===== src/rtl/pong_game_ctrl.sv =====
// Pong game controller: sequences serve / play / pause / miss / game-over,
// tracks score, lives and puck speed, and drives the pong_ball control lines.
// Frame timing is derived from the falling edge of vsync.
module pong_game_ctrl #(
    parameter int INIT_SPEED     = 4,
    parameter int MAX_SPEED      = 12,
    parameter int HITS_PER_LEVEL = 4,
    parameter int SERVE_FRAMES   = 60,
    parameter int MISS_FRAMES    = 90,
    parameter int LIVES          = 3
) (
    input  logic       vclock,
    input  logic       reset,
    input  logic       vsync,
    input  logic       start,
    input  logic       pause,
    input  logic       hit,
    input  logic       miss,
    output logic       ball_enabled,
    output logic       ball_reset,
    output logic [3:0] pspeed,
    output logic [7:0] score,
    output logic [1:0] lives,
    output logic [2:0] state
);

    localparam logic [2:0] S_IDLE  = 3'd0;
    localparam logic [2:0] S_SERVE = 3'd1;
    localparam logic [2:0] S_PLAY  = 3'd2;
    localparam logic [2:0] S_PAUSE = 3'd3;
    localparam logic [2:0] S_MISS  = 3'd4;
    localparam logic [2:0] S_OVER  = 3'd5;

    localparam int MAX_FRAMES = (SERVE_FRAMES > MISS_FRAMES) ? SERVE_FRAMES : MISS_FRAMES;
    localparam int CNT_W      = $clog2(MAX_FRAMES + 1);
    localparam int HIT_W      = $clog2(HITS_PER_LEVEL + 1);

    logic             vsync_q;
    logic             tick;
    logic             frame_expired;

    logic [2:0]       state_q, state_d;
    logic [CNT_W-1:0] frame_cnt_q, frame_cnt_d;
    logic [HIT_W-1:0] hit_cnt_q, hit_cnt_d;
    logic [HIT_W-1:0] hit_inc;
    logic [7:0]       score_q, score_d;
    logic [3:0]       pspeed_q, pspeed_d;
    logic [1:0]       lives_q, lives_d;
    logic             ball_en_q, ball_en_d;
    logic             ball_rst_q, ball_rst_d;

    // One-cycle frame tick on each falling edge of vsync.
    assign tick          = vsync_q & ~vsync;
    // The timed states leave on the tick that would take the counter from 1 to 0.
    assign frame_expired = tick && (frame_cnt_q == CNT_W'(1));
    assign hit_inc       = hit_cnt_q + HIT_W'(1);

    // vsync edge-detect register.
    always_ff @(posedge vclock) begin
        if (reset) begin
            vsync_q <= 1'b0;
        end else begin
            vsync_q <= vsync;
        end
    end

    // FSM state register.
    always_ff @(posedge vclock) begin
        if (reset) begin
            state_q <= S_IDLE;
        end else begin
            state_q <= state_d;
        end
    end

    // FSM next-state logic; a miss outranks pause (and hit) in PLAY.
    always_comb begin
        state_d = state_q;
        case (state_q)
            S_IDLE, S_OVER: begin
                if (start) state_d = S_SERVE;
            end
            S_SERVE: begin
                if (frame_expired) state_d = S_PLAY;
            end
            S_PLAY: begin
                if (miss) begin
                    state_d = (lives_q == 2'd1) ? S_OVER : S_MISS;
                end else if (pause) begin
                    state_d = S_PAUSE;
                end
            end
            S_PAUSE: begin
                if (pause) state_d = S_PLAY;
            end
            S_MISS: begin
                if (frame_expired) state_d = S_SERVE;
            end
            default: state_d = S_IDLE;
        endcase
    end

    // FSM output logic, computed from the next state so the flops track the state.
    always_comb begin
        ball_en_d  = (state_d == S_PLAY);
        ball_rst_d = (state_d == S_IDLE) || (state_d == S_SERVE) || (state_d == S_MISS);
    end

    // Game datapath: score, lives, speed, hit count and frame counter updates.
    always_comb begin
        score_d     = score_q;
        lives_d     = lives_q;
        pspeed_d    = pspeed_q;
        hit_cnt_d   = hit_cnt_q;
        frame_cnt_d = frame_cnt_q;

        case (state_q)
            S_IDLE, S_OVER: begin
                if (start) begin
                    score_d   = 8'd0;
                    lives_d   = 2'(LIVES);
                    pspeed_d  = 4'(INIT_SPEED);
                    hit_cnt_d = '0;
                end
            end
            S_SERVE, S_MISS: begin
                if (tick) frame_cnt_d = frame_cnt_q - CNT_W'(1);
            end
            S_PLAY: begin
                if (miss) begin
                    // A simultaneous hit is discarded.
                    lives_d   = lives_q - 2'd1;
                    pspeed_d  = 4'(INIT_SPEED);
                    hit_cnt_d = '0;
                end else if (hit) begin
                    if (score_q != 8'hFF) score_d = score_q + 8'd1;
                    if (hit_inc == HIT_W'(HITS_PER_LEVEL)) begin
                        hit_cnt_d = '0;
                        if (pspeed_q < 4'(MAX_SPEED)) pspeed_d = pspeed_q + 4'd1;
                    end else begin
                        hit_cnt_d = hit_inc;
                    end
                end
            end
            default: ;
        endcase

        // Load the frame counter on entry into a timed state.
        if ((state_d == S_SERVE) && (state_q != S_SERVE)) begin
            frame_cnt_d = CNT_W'(SERVE_FRAMES);
        end else if ((state_d == S_MISS) && (state_q != S_MISS)) begin
            frame_cnt_d = CNT_W'(MISS_FRAMES);
        end
    end

    // Datapath and output registers.
    always_ff @(posedge vclock) begin
        if (reset) begin
            score_q     <= 8'd0;
            lives_q     <= 2'(LIVES);
            pspeed_q    <= 4'(INIT_SPEED);
            hit_cnt_q   <= '0;
            frame_cnt_q <= '0;
            ball_en_q   <= 1'b0;
            ball_rst_q  <= 1'b1;
        end else begin
            score_q     <= score_d;
            lives_q     <= lives_d;
            pspeed_q    <= pspeed_d;
            hit_cnt_q   <= hit_cnt_d;
            frame_cnt_q <= frame_cnt_d;
            ball_en_q   <= ball_en_d;
            ball_rst_q  <= ball_rst_d;
        end
    end

    assign ball_enabled = ball_en_q;
    assign ball_reset   = ball_rst_q;
    assign pspeed       = pspeed_q;
    assign score        = score_q;
    assign lives        = lives_q;
    assign state        = state_q;

endmodule


===== config.mk =====
export PLATFORM = sky130hd
export DESIGN_NAME = pong_game_ctrl
export DESIGN_NICKNAME = d
export VERILOG_FILES = /design/src/rtl/pong_game_ctrl.sv
export SDC_FILE = /design/constraint.sdc
export NUM_CORES = 1
export LEC_CHECK = 0
export BUFFER_PORTS_ARGS = -buffer_cell sky130_fd_sc_hd__buf_2
export CORE_ASPECT_RATIO = 0.6
export CORE_MARGIN = 2
export CORE_UTILIZATION = 55
export CTS_CLUSTER_SIZE = 20
export DETAILED_ROUTE_END_ITERATION = 10
export PLACE_DENSITY = 0.84
export SLEW_MARGIN = 20
export SYNTH_ARGS = -nofsm -noshare
export SYNTH_HDL_FRONTEND = slang
export SYNTH_SLANG_ARGS = --single-unit

===== constraint.sdc =====
create_clock -name vclock -period 2.3 [get_ports vclock]
set_input_delay 0.46 -clock vclock [delete_from_list [all_inputs] [get_ports vclock]]
set_output_delay 0.46 -clock vclock [all_outputs]
set_load 0.005 [all_outputs]

==> results of run 1 <==
critical path, cell delays in order (launching register included):
cell	delay, ns
dfxtp_1	0.33
inv_1	0.10
ha_1	0.15
or4bb_1	0.57
o2bb2a_4	0.25
o211ai_4	0.20
and3_4	0.25
nor3_2	0.05
per-stage QoR:
stage	util	instance area, um2	cells	setup slack, ns	hold WS (ns)
global placement	0.649	1930	246	0.317	0.468
CTS	0.680	2020	254	0.282	0.431
floorplan	-	1770	183	0.416	0.458
detailed placement	0.649	1930	246	0.278	0.490
global route	0.680	2020	254	0.132	0.460
finish	0.680	2020	254	0.277	0.431
kinds of logic (layout without fill, tap and decap cells):
| logic type | Yosys count | in the layout | synth area share |
|---|---|---|---|
| compound gates | 38 | 38 | 0.205 |
| xor+xnor | 13 | 13 | 0.0642 |
| mux | 3 | 3 | 0.0183 |
| buf+inv | 16 | 45 | 0.0444 |
| flops | 30 | 30 | 0.339 |
| simple gates | 75 | 75 | 0.273 |
| fa+ha+maj | 8 | 8 | 0.0564 |
power by group through the flow:
stage	Combinational, mW	Clock (mW)	Sequential [mW]
after global routing	0.146	0.478	0.556
after floorplan	0.108	0	0.559
after detailed placement	0.132	0	0.565
after global placement	0.128	0	0.563
after CTS	0.134	0.448	0.554
final	0.134	0.438	0.555
metal layers:
| metal | vias to the layer above | track usage | wire, um |
|---|---|---|---|
| li1 | 719 | - | - |
| met1 | 663 | 0.274 | 1730 |
| met2 | 53 | 0.377 | 1690 |
| met3 | 5 | 0.0792 | 274 |
| met4 | 0 | 0.121 | 52 |
| met5 | - | 0 | 0 |
worst max-delay path by stage:
stage	slack, ns	depth (start not counted)	end
finish	0.28	7	frame_cnt_q[0]
global route	0.13	7	frame_cnt_q[5]
CTS	0.28	7	frame_cnt_q[0]
detailed placement	0.28	6	frame_cnt_q[0]
global placement	0.32	6	frame_cnt_q[0]
floorplan	0.42	7	frame_cnt_q[0]
sequential cells by signal, indices dropped and copies added, names as in the netlist:
register / count
ball_enabled: 1
ball_reset: 1
state: 3
lives: 2
hit_cnt_q: 3
frame_cnt_q: 7
vsync_q: 1
score: 8
pspeed: 4
cells in the final DEF (no fill, tap or decap), types with 6 or more instances in the layout:
| cell | instances |
|---|---|
| nand3_1 | 8 |
| nor2_1 | 19 |
| a21oi_1 | 6 |
| clkbuf_8 | 6 |
| dfxtp_1 | 30 |
| buf_2 | 25 |
| ha_1 | 8 |
| nand2b_1 | 6 |
| inv_1 | 10 |
| nand2_1 | 8 |
| xnor2_1 | 9 |
area by class of cell:
type,count,area (um2),area share
multi-input combinational,137,1090,0.543
timing repair buffer,27,140,0.0695
inverter,10,37.5,0.0186
tap,42,52.6,0.0261
clock buffer,7,86.3,0.0428
clock inverter,1,5.00,0.00248
sequential,30,601,0.298
==> summary.txt, run 1 <==
CTS
  • CTS tree: done
  • Post-cts sizing count: 0
  • Clock Latency Late Sink: 0.28 ns
  • Post-CTS Setup Repair Bufs: 0
  • Clock tree buffer depth: 2
  • CTS Buf Count: 5
  • Clock transition at path regs: 0.07 ns
  • CTS Root Cell: clkbuf_8
  • CTS hold repair buffers: 0
  • Sink Count: 30
  • H-tree Lvls: 2

STA
  • Slew Viols, Final: 0
  • Setup TNS: 0 ns
  • Max_slew headroom: 0.603
  • Min Tclk post-route: 2.02 ns
  • Clk_skew: 0.00655 ns
  • RSZ-0062 raised after global routing: false
  • FMAX: 494 MHz
  • Period utilisation layout: 0.879
  • Worst-Margin Slew: 0.595 ns
  • Final setup violation count: 0
  • Final-report hold violation count: 0

Yosys
  • YS warnings: 0
  • Synth top cells by count: dfxtp_1, nor2_1, inv_1
  • Cell count after synthesis: 183
  • Asr flop ratio synth: 0
  • Seq cells post-synth: 30
  • Sequential area share after synthesis: 0.339
  • Top-count cell post-synth: dfxtp_1
  • Post-synth EDFFs: 0
  • Unique masters post-synth: 56
  • Leading area contributor after synthesis: dfxtp_1
  • Avg Inst Size Synth: 9.70 um2
  • Syn nets: 198
  • Synth top area share: 0.339
  • Most used DFF post-synth: dfxtp_1
  • Leading post-synthesis cells by cell area: dfxtp_1, ha_1, xnor2_1
  • Syn Std Cell Area: 1770 um2

Drt
  • Vias per inst: 5.67
  • Routed Antenna Nets: 0
  • Drt drc: 0
  • DR vias: 1440
  • Final WL: 3740 um
  • Detailed Routing Iterations Pass 1: 4
  • Drt wl/cell: 14.7 um
  • DRT iter0 DRCs: 66

Hold path
  • Hold endpoint: vsync_q
  • Hold path depth: 2
  • Min-delay src: vsync
  • Worst min path class: primary input to register

Die
  • # rows: 15
  • Total core area: 2970 um2
  • Die height: 48.0 um
  • Die extent in x: 77.3 um
  • Starting Density: 0.598
  • Total I/O pin count: 26
  • Die Area: 3710 um2

Power
  • Internal: 0.833 mW
  • Gate power share: 0.119
  • Max VDD drop: 0.000340 V
  • Pwr dens: 559 nW/um2
  • Sw frac: 0.261
  • Net switching power: 0.295 mW
  • Clock Power Share: 0.389
  • Flop pwr share: 0.492
  • P_leak: 0.730 nW
  • Total Power: 1.13 mW

GRT
  • Pin count of the biggest net entering global routing: 24
  • Vias in the first global route: 1370
  • Overflow after GRT: 0
  • Gr usage total: 0.228
  • Initial antenna violation count: 0
  • First-pass GRT wire length: 6190 um

Placement
  • Port Buffers: 25
  • Hpwl dp: 2750 um
  • Gpl congestion: 0.794

Status
  • Status: complete, no violations

Cells and area
  • Filler Cell Count: 246
  • Synth-to-Final Area Change: 13.7%
  • N_diodes: 0
  • Net count, final: 226
  • Share of post-route cells with drive strength above 1: 0.283

Critical path
  • Crit Path Class: register to register
  • Reg2reg end: frame_cnt_q[0]
  • CP Max Fanout: 5
  • R2r startpoint: frame_cnt_q[1]
  • Worst EP arrival: 2.19 ns
  • CP required: 2.46 ns
  • CP startpoint kind: register
  • Cells on worst reg2reg path: 7
  • R2R Setup Slk: 0.28 ns
  • Type of element capturing the critical path: register
  • Worst Setup SP: frame_cnt_q[1]

Flow run
  • Max cap viols: 0
No activity file was read; power rests on OpenSTA's default activity.
==> inputs of run 2 (changes only) <==
Settings changed: CORE_UTILIZATION 55 to 51, PLACE_DENSITY 0.84 to 0.79.
==> run 2 against run 1 <==
Against the previous run: final area is 0.19% higher; cell count is 1.2% higher; largest cell class unchanged; setup slack worse by 0.0073 ns; critical path depth stayed put; clock-buffer cell count stayed put; register-to-register slack hardly changed; via count is 5.0% lower; routed wire length is 8.2% lower; global-route usage is 3.0 points lower.
==> summary.txt, run 2 (synthesized netlist as in run 1, its figures left out) <==
Status
  • Status: complete, no violations

STA
  • FMAX: 493 MHz (-0.36%)
  • Final setup violation count: 0 (unchanged)
  • Max_slew headroom: 0.625 (+0.0218)
  • Setup TNS: 0 ns (unchanged)
  • Hold WS: 0.422 ns (-0.00954 ns)
  • Worst-Margin Slew: 0.562 ns (-0.0326 ns)
  • Final WS setup: 0.270 ns (-0.00728 ns)
  • Period utilisation layout: 0.883 (+0.00316)
  • Min Tclk post-route: 2.03 ns (+0.00728 ns)
  • RSZ-0062 raised after global routing: false
  • Slew Viols, Final: 0 (unchanged)
  • Final-report hold violation count: 0 (unchanged)
  • Clk_skew: 0.00407 ns (-0.00248 ns)

GRT
  • First-pass GRT wire length: 6010 um (-2.9%)
  • Gr usage total: 0.197 (-0.0302)
  • Initial antenna violation count: 0 (unchanged)
  • Vias in the first global route: 1272 (-7.2%)
  • Pin count of the biggest net entering global routing: 24 (unchanged)
  • Overflow after GRT: 0 (unchanged)

Die
  • Die Area: 3980 um2 (+7.3%)
  • Die height: 49.7 um (+3.5%)
  • # rows: 16 (+1)
  • Total I/O pin count: 26 (unchanged)
  • Starting Density: 0.540 (-0.0579)
  • Total core area: 3280 um2 (+11%)
  • Die extent in x: 80.1 um (+3.6%)

Critical path
  • Type of element capturing the critical path: register
  • Critical path, cell by cell: inv_1, ha_1, or4bb_1, o2bb2a_4, o211ai_4, and3_4, nor3_2
  • Cells on worst reg2reg path: 7 (unchanged)
  • Worst EP arrival: 2.18 ns (about the same)
  • R2r startpoint: frame_cnt_q[1]
  • Crit Path Class: register to register
  • Largest stage delay on the critical path: 0.57 ns (about the same)
  • R2R Setup Slk: 0.27 ns (about the same)
  • Worst Setup SP: frame_cnt_q[1]
  • Reg2reg end: frame_cnt_q[0]
  • CP startpoint kind: register
  • CP Max Fanout: 5 (unchanged)
  • Worst Setup EP: frame_cnt_q[0]
  • CP max stage cell: or4bb_1
  • CP required: 2.45 ns (about the same)

Placement
  • Hpwl dp: 2520 um (-8.2%)
  • Worst slack, placed: 0.289 ns (+0.0107 ns)
  • Gpl congestion: 0.780 (-1.9%)
  • Port Buffers: 25 (unchanged)

Cells and area
  • N_diodes: 0 (unchanged)
  • Share of post-route cells with drive strength above 1: 0.283 (unchanged)
  • Commonest non-fill, non-tap cells in the layout: dfxtp_1, buf_2, nor2_1
  • Synth-to-Final Area Change: 13.9%
  • Most common cell after layout, fill and taps aside: dfxtp_1
  • Fin util: 0.615 (-0.0647)
  • Net count, final: 226 (unchanged)
  • Max reg flops: 8 (unchanged)

Drt
  • Detailed Routing Iterations Pass 1: 4 (unchanged)
  • DRT iter0 DRCs: 82 (+24%)
  • Routed Antenna Nets: 0 (unchanged)
  • DR vias: 1368 (-5.0%)
  • Drt wl/cell: 13.4 um (-9.3%)
  • Vias per inst: 5.32 (-6.1%)
  • Drt drc: 0 (unchanged)
  • Final WL: 3430 um (-8.2%)

CTS
  • CTS tree: done
  • CTS Root Cell: clkbuf_8
  • CTS Buf Count: 5 (unchanged)
  • Post-cts sizing count: 0 (unchanged)
  • Clock tree buffer depth: 2 (unchanged)
  • Post-CTS Setup Repair Bufs: 0 (unchanged)
  • H-tree Lvls: 2 (unchanged)
  • CTS hold repair buffers: 0 (unchanged)
  • Clock Latency Late Sink: 0.28 ns (about the same)
  • Sink Count: 30 (unchanged)
  • Clock transition at path regs: 0.06 ns (about the same)

Hold path
  • Worst min path class: primary input to register
  • Min-delay src: vsync

Power
  • Max VDD drop: 0.000320 V (-5.9%)
  • P_leak: 0.730 nW (unchanged)
  • Pwr dens: 554 nW/um2 (-0.99%)

Flow run
  • Max cap viols: 0 (unchanged)
run 2: cell counts in the layout (fill, tap and decap cells not counted):
Identical to the previous run, type by type.
run 2: metal layers:
metal / vias to the layer above / track usage / wire length [um]
li1: 722 / - / -
met1: 620 / 0.305 / 1990
met2: 22 / 0.251 / 1270
met3: 4 / 0.0714 / 144
met4: 0 / 0.0537 / 29
met5: - / 0 / 0
run 2: area by class of cell:
type,instances,area [um2]
Clock inverter,1,5.00
Multi-Input combinational cell,137,1090
Clock buffer,7,86.3
Sequential cell,30,601
Timing Repair Buffer,27,140
Inverter,10,37.5
Fill cell,289,1260
Tap cell,45,56.3
run 2: critical path, delay by kind of cell (launching register included):
kind,cells,cell delay (ns)
and+or+nand+nor,3,0.87
AOI/OAI and AO/OA,2,0.46
DFF,1,0.32
adders and majority gates,1,0.16
buffers and inverters,1,0.10
run 2: how the worst min path moves through the flow:
stage,to,cells past startpoint
final,vsync_q,2
after global routing,vsync_q,2
after CTS,vsync_q,2
after detailed placement,hit_cnt_q[1],2
after global placement,hit_cnt_q[1],2
after floorplan,hit_cnt_q[1],2
run 2: report_power, final:
part,internal [mW],switching [mW]
combinational,0.0585,0.0716
sequential,0.534,0.0217
clock,0.241,0.192
total,0.833,0.286
run 2: per-stage QoR:
step | power, mW | instance area (um2) | instances
3_3_place_gp | 0.694 | 1930 | 249
4_1_cts | 1.13 | 2020 | 257
2_1_floorplan | 0.667 | 1770 | 183
6_report | 1.12 | 2020 | 257
5_1_grt | 1.17 | 2020 | 257
3_5_place_dp | 0.695 | 1930 | 249
